`src/rtl/timer_sched_pkg.sv`:
```
// Shared definitions for the timer scheduler: state encoding and the
// default geometry used when the top is instantiated without overrides.
package timer_sched_pkg;

   localparam int DEFAULT_N_REQ = 4;
   localparam int DEFAULT_CNT_W = 16;

   typedef enum logic [2:0] {
      ST_IDLE  = 3'd0,
      ST_LOAD  = 3'd1,
      ST_COUNT = 3'd2,
      ST_PAUSE = 3'd3,
      ST_DONE  = 3'd4
   } state_e;

endpackage

```
`src/rtl/timer_sched_rr_arbiter.sv`:
```
// Combinational arbiter picking which requester gets the shared timer next.
// Default build: round-robin, searching upward from last+1 with wrap.
// With TIMER_SCHED_FIXED_PRIO_EN defined: the lowest requesting index wins
// and the last input is ignored.
module rr_arbiter
   import timer_sched_pkg::*;
#(
   parameter int N_REQ = DEFAULT_N_REQ,
   parameter int IDX_W = (N_REQ > 1) ? $clog2(N_REQ) : 1
) (
   input  logic [N_REQ-1:0] req,
   input  logic [IDX_W-1:0] last,
   output logic [N_REQ-1:0] grant,
   output logic [IDX_W-1:0] grant_idx
);

`ifdef TIMER_SCHED_FIXED_PRIO_EN

   logic unused_last;
   assign unused_last = ^last;

   // Scan from the top down so the lowest requesting index is the final writer
   always_comb begin
      grant     = '0;
      grant_idx = '0;
      for (int i = N_REQ - 1; i >= 0; i--) begin
         if (req[i]) begin
            grant     = '0;
            grant[i]  = 1'b1;
            grant_idx = IDX_W'(i);
         end
      end
   end

`else

   logic             found;
   logic [IDX_W-1:0] pos;

   // Walk the requesters starting just after the previous owner, first hit wins
   always_comb begin
      grant     = '0;
      grant_idx = '0;
      found     = 1'b0;
      pos       = '0;
      for (int k = 1; k <= N_REQ; k++) begin
         pos = IDX_W'((int'(last) + k) % N_REQ);
         if (!found && req[pos]) begin
            found      = 1'b1;
            grant[pos] = 1'b1;
            grant_idx  = pos;
         end
      end
   end

`endif

endmodule

```
`src/rtl/timer_sched.sv`:
```
// Shares one countdown timer between N_REQ requesters: arbitrate, load the
// winner's timeout, count down (freezing while pause is high), then pulse
// done back to the winner for one cycle.
// Optional macro TIMER_SCHED_FIXED_PRIO_EN switches the arbiter from
// round-robin to fixed lowest-index priority.
module timer_sched
   import timer_sched_pkg::*;
#(
   parameter int N_REQ = DEFAULT_N_REQ,
   parameter int CNT_W = DEFAULT_CNT_W
) (
   input  logic                   clk,
   input  logic                   reset,
   input  logic [N_REQ-1:0]       req,
   input  logic [N_REQ*CNT_W-1:0] load_val,
   input  logic                   pause,
   output logic [N_REQ-1:0]       grant,
   output logic                   busy,
   output logic [CNT_W-1:0]       count,
   output logic [N_REQ-1:0]       done
);

   localparam int IDX_W = (N_REQ > 1) ? $clog2(N_REQ) : 1;

   state_e           state_q,  state_d;
   logic [IDX_W-1:0] winner_q, winner_d;
   logic [IDX_W-1:0] last_q,   last_d;
   logic [N_REQ-1:0] grant_q,  grant_d;
   logic [CNT_W-1:0] count_q,  count_d;

   logic [N_REQ-1:0] arb_grant;
   logic [IDX_W-1:0] arb_idx;
   logic [CNT_W-1:0] cur_load;
   logic             owner_req;

   rr_arbiter #(
      .N_REQ (N_REQ),
      .IDX_W (IDX_W)
   ) u_arb (
      .req       (req),
      .last      (last_q),
      .grant     (arb_grant),
      .grant_idx (arb_idx)
   );

   // Select the registered winner's timeout length from the packed bus
   always_comb begin
      cur_load = '0;
      for (int i = 0; i < N_REQ; i++) begin
         if (winner_q == IDX_W'(i)) begin
            cur_load = load_val[i*CNT_W +: CNT_W];
         end
      end
   end

   assign owner_req = req[winner_q];

   // Next-state logic; abandon outranks pause, which outranks expiry
   always_comb begin
      state_d  = state_q;
      winner_d = winner_q;
      last_d   = last_q;
      grant_d  = grant_q;
      count_d  = count_q;
      case (state_q)
         ST_IDLE: begin
            grant_d = '0;
            if (|req) begin
               winner_d = arb_idx;
               grant_d  = arb_grant;
               state_d  = ST_LOAD;
            end
         end
         ST_LOAD: begin
            count_d = cur_load;
            state_d = (cur_load == '0) ? ST_DONE : ST_COUNT;
         end
         ST_COUNT: begin
            if (!owner_req) begin
               state_d = ST_IDLE;
               count_d = '0;
               grant_d = '0;
               last_d  = winner_q;
            end else if (pause) begin
               state_d = ST_PAUSE;
            end else if (count_q == CNT_W'(1)) begin
               state_d = ST_DONE;
               count_d = '0;
            end else begin
               count_d = count_q - CNT_W'(1);
            end
         end
         ST_PAUSE: begin
            if (!owner_req) begin
               state_d = ST_IDLE;
               count_d = '0;
               grant_d = '0;
               last_d  = winner_q;
            end else if (!pause) begin
               state_d = ST_COUNT;
            end
         end
         ST_DONE: begin
            last_d  = winner_q;
            grant_d = '0;
            state_d = ST_IDLE;
         end
         default: begin
            state_d = ST_IDLE;
            grant_d = '0;
            count_d = '0;
         end
      endcase
   end

   // State and datapath registers; reset also restores the round-robin pointer
   always_ff @(posedge clk) begin
      if (reset) begin
         state_q  <= ST_IDLE;
         winner_q <= '0;
         last_q   <= IDX_W'(N_REQ - 1);
         grant_q  <= '0;
         count_q  <= '0;
      end else begin
         state_q  <= state_d;
         winner_q <= winner_d;
         last_q   <= last_d;
         grant_q  <= grant_d;
         count_q  <= count_d;
      end
   end

   assign grant = grant_q;
   assign count = count_q;
   assign busy  = (state_q != ST_IDLE);
   assign done  = (state_q == ST_DONE) ? grant_q : '0;

endmodule
```
`config.mk`:
```
export PLATFORM = sky130hd
export DESIGN_NAME = timer_sched
export DESIGN_NICKNAME = d
export VERILOG_FILES = /design/src/rtl/timer_sched_pkg.sv /design/src/rtl/timer_sched_rr_arbiter.sv /design/src/rtl/timer_sched.sv
export SDC_FILE = /design/constraint.sdc
export NUM_CORES = 1
export LEC_CHECK = 0
export BUFFER_PORTS_ARGS = -buffer_cell sky130_fd_sc_hd__buf_4
export CORE_MARGIN = 1.5
export CORE_UTILIZATION = 42
export CTS_CLUSTER_DIAMETER = 40
export DETAILED_ROUTE_END_ITERATION = 8
export GPL_TIMING_DRIVEN = 0
export PLACE_DENSITY = 0.7
export SLEW_MARGIN = 25
export SYNTH_ARGS = -nofsm -noshare
export SYNTH_HDL_FRONTEND = slang
export SYNTH_HIERARCHICAL = 1
export SYNTH_SLANG_ARGS = --single-unit
```
`constraint.sdc`:
```
create_clock -name clk -period 3 [get_ports clk]
set_input_delay 0.3 -clock clk [delete_from_list [all_inputs] [get_ports clk]]
set_output_delay 0.3 -clock clk [all_outputs]
set_load 0.1 [all_outputs]
```
==> out/summary.txt, run 1 <==
Pins Over Slew Limit - 0
crit path launch type - flop
Starting Density - 43.43%
HP Class - in -> reg
Clock Skews - 0.008713 ns
final hold violations - 0
core box area - 0.005886 mm^2
CTS H-tree lvls - 1
total CTS buffers - 3
asr flop ratio synth - 0%
met2 Use GR - 45.50%
Setup Buffers After CTS - 0
final WL - 8234 um
Resized cells post-CTS - 0
Layout fillers - 556
global-route wire length before repair - 13,320 um
met1 usage - 34.00%
total of max-cap violations - 0
Detail Route Antenna Nets - 0
total global-route track usage - 26.12%
Sequential Area - 540.5 um^2
area of the multi-input gates - 0.001794 mm^2
grt ovf - 0
crit-path max FO - 11
synth top area cells - dfxtp_1, mux4_2, mux4_1
DRT iter0 DRCs - 273
Synth area leader - dfxtp_1
GR peak layer - met2
Hold WS - 0.3651 ns
row cnt - 28
Die Y - 81.02 um
HPWL after DPL - 6491 um
Setup Viol. Count Final - 0
fin util - 57.78%
syn_nets - 367
outcome - finished clean
Avg WL per Cell - 17.94 um
maximum root-to-sink buffer count - 2
routability cong. - 0.8677
worst vdd rail ir drop - 0.4110 mV
actual slew at the worst max-slew pin - 0.9214 ns
vias - 2,766
die area - 0.006563 mm^2
initial antenna violation count - 0
Syn. warnings - 6
fmax - 0.3796 GHz
Die X - 81.02 um
RSZ-0062 raised after global routing - no
CP required - 3.16 ns
Tmin final - 2.635 ns
drt via density - 6.026
TritonRoute pass-1 iters - 5
Yosys cell types - 53
Synth top area share - 21.15%
largest net degree at the start of global routing - 15
cts hold-fix bufs - 0
EDFF count, synth - 0
r2r setup slk - 0.37 ns
# port buffers - 94
Lkg Pwr - 1.437 nW
Final #Nets - 466
CTS tree - built
relative slew slack - 38.10%
Worst-path clk slew - 0.09 ns
PwrDens - 667.7 mW/mm^2
CTS sink count - 27
vias in the first global route - 2,622
crit end category - flop
sequential share of the synthesized area - 21.15%
met3 Use GR - 3.146%
layout cells sized above 1 - 34.64%
average size of a mapped cell - 8.938 um^2
ys flop type - dfxtp_1
ANT cells - 0
post-synthesis sequential element count - 27
Post-Synthesis Cells - 286
crit share post-route - 87.82%
Netlist Area Pre-Place - 0.002556 mm^2
Layout area overhead - 33.04%
Setup CP Type - reg -> reg
CTS root buf - clkbuf_8
clk_lat worst skew - 0.28 ns
TNS Setup - 0 ns
Residual DRC - 0
Critical Path AT - 2.79 ns
I/O Pins - 96
[through the flow]
stage | instance area [um^2] | instances | power [mW] | worst slack, ns
6_report | 3401 | 459 | 2.271 | 0.3653
2_1_floorplan | 2556 | 286 | 1.671 | 0.5378
3_5_place_dp | 3356 | 455 | 2.036 | 0.3877
3_3_place_gp | 3356 | 455 | 2.021 | 0.4006
4_1_cts | 3401 | 459 | 2.250 | 0.3754
5_1_grt | 3401 | 459 | 2.411 | 0.1504
[critical path, cell delays in order (launching register included)]
cell     delay [ns]
dfxtp_1        0.61
buf_4          0.25
inv_1          0.12
ha_1           0.30
buf_4          0.17
mux4_2         0.39
nand2_1        0.09
o21ai_0        0.08
a221o_2        0.31
a22oi_1        0.16
nor2_1         0.05
[cell usage in the layout (no fill, tap or decap), drive strengths merged, types with 6 or more instances in the layout]
cell | netlist | final
buf | 13 | 107
nand2 | 27 | 27
dfxtp | 27 | 27
inv | 21 | 21
mux4 | 19 | 19
nor2 | 16 | 16
a21oi | 15 | 15
o32ai | 14 | 14
a22oi | 13 | 13
clkbuf | 9 | 13
ha | 10 | 10
nor3 | 9 | 9
o21ai | 8 | 8
nor4 | 7 | 7
and3 | 6 | 6
or4 | 6 | 6
[cell usage after synthesis (4+ instances only)]
cell      number
ha_1          10
or4_1          6
nor3_1         8
a22oi_1       13
nor4_1         7
clkbuf_1       8
mux4_1         8
o32ai_1       14
a31oi_1        4
mux4_2        11
o21ai_0        7
and3_1         6
and2_1         5
a221o_2        4
buf_6          6
nor2_1        16
dfxtp_1       27
mux2i_1        5
nand2_1       27
inv_1         21
o211ai_1       4
nor2b_1        5
a21oi_1       15
[path summary, 6_finish.rpt]
kind         cells after the start              startpoint                 endpoint
max                             10  last_q[0]$_SDFFE_PP1P_    grant[0]$_SDFFE_PP0P_
min                              3                   pause  state_q[2]$_SDFFE_PP0P_
max reg2reg                     10  last_q[0]$_SDFFE_PP1P_    grant[0]$_SDFFE_PP0P_
min reg2reg                      2  count[14]$_SDFFE_PP0P_   count[14]$_SDFFE_PP0P_
[cell families after synthesis]
family          share of synthesized area [%]
flops                                   21.15
fa+ha+maj                               4.895
buf+inv                                 8.664
simple gates                            20.41
compound gates                          24.57
mux                                     20.31
[report_power, final]
part / switching, mW / internal, mW / leakage (nW)
Sequential: 0.0804 / 0.420 / 0.220
Clock: 0.122 / 0.0955 / 0.0228
Combinational: 0.998 / 0.555 / 1.19
[registers in the layout, summed over array words and instances, names as in the netlist]
signal / flops
grant: 4
winner_q: 2
last_q: 2
count: 16
state_q: 3
[final cells by class]
type	instances	area share, %
clock buffers	4	1.325
multi-input cells	216	52.76
plain buffers	22	4.194
flip-flops and latches	27	15.89
inverters	21	2.318
repair buffers	94	20.75
well taps	75	2.759
[layer usage]
layer  vias to the layer above  wire length [um]
met5                         -                 0
met4                         0               131
met3                        13               452
met2                       120              4021
met1                      1309              3629
li1                       1324                 -
No activity file was read; power rests on OpenSTA's default activity.
==> run 2, diff against run 1 <==
--- a/config.mk
+++ b/config.mk
@@ -5,13 +5,12 @@
 export SDC_FILE = /design/constraint.sdc
 export NUM_CORES = 1
 export LEC_CHECK = 0
-export BUFFER_PORTS_ARGS = -buffer_cell sky130_fd_sc_hd__buf_4
 export CORE_MARGIN = 1.5
 export CORE_UTILIZATION = 42
 export CTS_CLUSTER_DIAMETER = 40
 export DETAILED_ROUTE_END_ITERATION = 8
+export DONT_BUFFER_PORTS = 1
 export GPL_TIMING_DRIVEN = 0
-export PLACE_DENSITY = 0.7
 export SLEW_MARGIN = 25
 export SYNTH_ARGS = -nofsm -noshare
 export SYNTH_HDL_FRONTEND = slang
==> run 2 against run 1 <==
- non-clock buffer count is 94 lower
- sequential power is 66% higher
- clock power about the same
- core utilization decreased by 12 points
- global-route usage is 3.0 points lower
- clock-buffer cell count is the same
- cell count decreased by 20%
- wire length decreased by 12%
- critical endpoint is now count[8]$_SDFFE_PP0P_
- largest power group unchanged
==> out/summary.txt, run 2 (synthesis gave the netlist of run 1 again) <==
HP Class - in -> reg
commonest non-fill, non-tap cell in the layout - nand2_1
grt ovf - 0
Clock Skews - 0.003185 ns
Worst Hold Depth - 2
I/O Pins - 96
drt via density - 6.444
RSZ-0062 raised after global routing - no
Starting Density - 43.43%
worst vdd rail ir drop - 0.3756 mV
fmax - 0.3695 GHz
Post-Place Cells - 361
Setup Viol. Count Final - 0
Residual DRC - 0
Layout fillers - 574
TritonRoute pass-1 iters - 4
Post-Layout Cell Count - 365
Avg WL per Cell - 19.77 um
crit path launch type - flop
Lkg Pwr - 0.9747 nW
core box area - 0.005886 mm^2
cell area after layout - 0.002705 mm^2
Final #Nets - 372
Worst-path clk slew - 0.10 ns
layout cells sized above 1 - 15.17%
area of the multi-input gates - 0.001799 mm^2
total of max-cap violations - 0
maximum root-to-sink buffer count - 2
Layout area overhead - 5.825%
Tmin final - 2.706 ns
HPWL after DPL - 5761 um
largest net degree at the start of global routing - 15
routability cong. - 0.9225
PwrDens - 779.5 mW/mm^2
Place WS - 0.1943 ns
outcome - finished clean
# port buffers - 0
r2r worst-path depth - 9
Hold EP - state_q[2]$_SDFFE_PP0P_
hold_sp - pause
vias - 2,352
Detail Route Antenna Nets - 0
crit end category - flop
final WL - 7216 um
total global-route track usage - 23.10%
CTS root buf - clkbuf_8
clk_lat worst skew - 0.28 ns
CTS tree - built
initial antenna violation count - 1
CP required - 3.19 ns
relative slew slack - 26.39%
Sequential Area - 545.5 um^2
cts hold-fix bufs - 0
max reg flops - 16
Critical Path AT - 2.90 ns
Post-Place Cell Area - 0.002654 mm^2
final worst slack - 0.2936 ns
commonest non-fill, non-tap cells in the layout - nand2_1, dfxtp_1, inv_1
actual slew at the worst max-slew pin - 1.103 ns
vias in the first global route - 2,246
r2r setup slk - 0.29 ns
CTS sink count - 27
die area - 0.006563 mm^2
Setup CP Type - reg -> reg
Die X - 81.02 um
ANT cells - 0
crit-path max FO - 10
TNS Setup - 0 ns
Die Y - 81.02 um
r2r startpoint - count[1]$_SDFFE_PP0P_
CTS H-tree lvls - 1
row cnt - 28
final hold violations - 0
Pins Over Slew Limit - 0
global-route wire length before repair - 11,670 um
FF-to-FF End - count[8]$_SDFFE_PP0P_
crit share post-route - 90.21%
total CTS buffers - 3
DRT iter0 DRCs - 204
run 2: cell types whose count changed in the layout (fill, tap and decap cells not counted):
cell / delta
dfxtp_2: +4
buf_4: -94
dfxtp_1: -4
nor3_1: -1
nor3_2: +1
run 2: worst max-delay path: stages (launching register included):
cell     delay, ns
dfxtp_1       1.04
inv_1         0.23
ha_1          0.24
nor4b_1       0.14
nand4_1       0.17
and2_1        0.13
buf_2         0.22
buf_6         0.17
a21oi_1       0.07
o32ai_1       0.23
run 2: worst max-delay path by stage:
stage / cells past startpoint / start / slack, ns / end
floorplan: 8 / count[0]$_SDFFE_PP0P_ / 0.54 / count[11]$_SDFFE_PP0P_
detailed placement: 7 / count[0]$_SDFFE_PP0P_ / 0.19 / count[12]$_SDFFE_PP0P_
global placement: 7 / count[0]$_SDFFE_PP0P_ / 0.18 / count[12]$_SDFFE_PP0P_
CTS: 7 / count[0]$_SDFFE_PP0P_ / 0.17 / count[12]$_SDFFE_PP0P_
finish: 9 / count[1]$_SDFFE_PP0P_ / 0.29 / count[8]$_SDFFE_PP0P_
global route: 9 / count[1]$_SDFFE_PP0P_ / 0.08 / count[7]$_SDFFE_PP0P_
run 2: routing by layer:
metal	vias to the layer above	wire, um	track usage (%)
met5	-	0	0
met4	0	172	6.897
met3	14	620	6.742
met2	82	3471	38.00
met1	1115	2951	29.18
li1	1141	-	-
run 2: final cells by class:
type / count / share of cell area [%]
multi-input cells: 216 / 66.51
flip-flops and latches: 27 / 20.17
plain buffers: 22 / 5.273
well taps: 75 / 3.469
inverters: 21 / 2.914
clock buffers: 4 / 1.665
run 2: through the flow:
stage | util [%] | hold WS (ns) | power [mW]
floorplan | - | 0.5071 | 1.671
global placement | 45.03 | 0.5161 | 1.881
detailed placement | 45.09 | 0.5112 | 1.879
CTS | 45.85 | 0.2170 | 2.096
global route | 45.96 | 0.2172 | 2.263
finish | 45.96 | 0.2197 | 2.109
run 2: repair_timing:
action	CTS	global route
setup buffers	0	0
gates resized for setup	0	1
endpoints found under the setup margin	0	2
run 2: power breakdown:
part | total [mW] | switching, mW | internal, mW
Combinational | 1.06 | 0.622 | 0.441
Clock | 0.217 | 0.122 | 0.0955
Sequential | 0.828 | 0.407 | 0.421
Total | 2.11 | 1.15 | 0.958
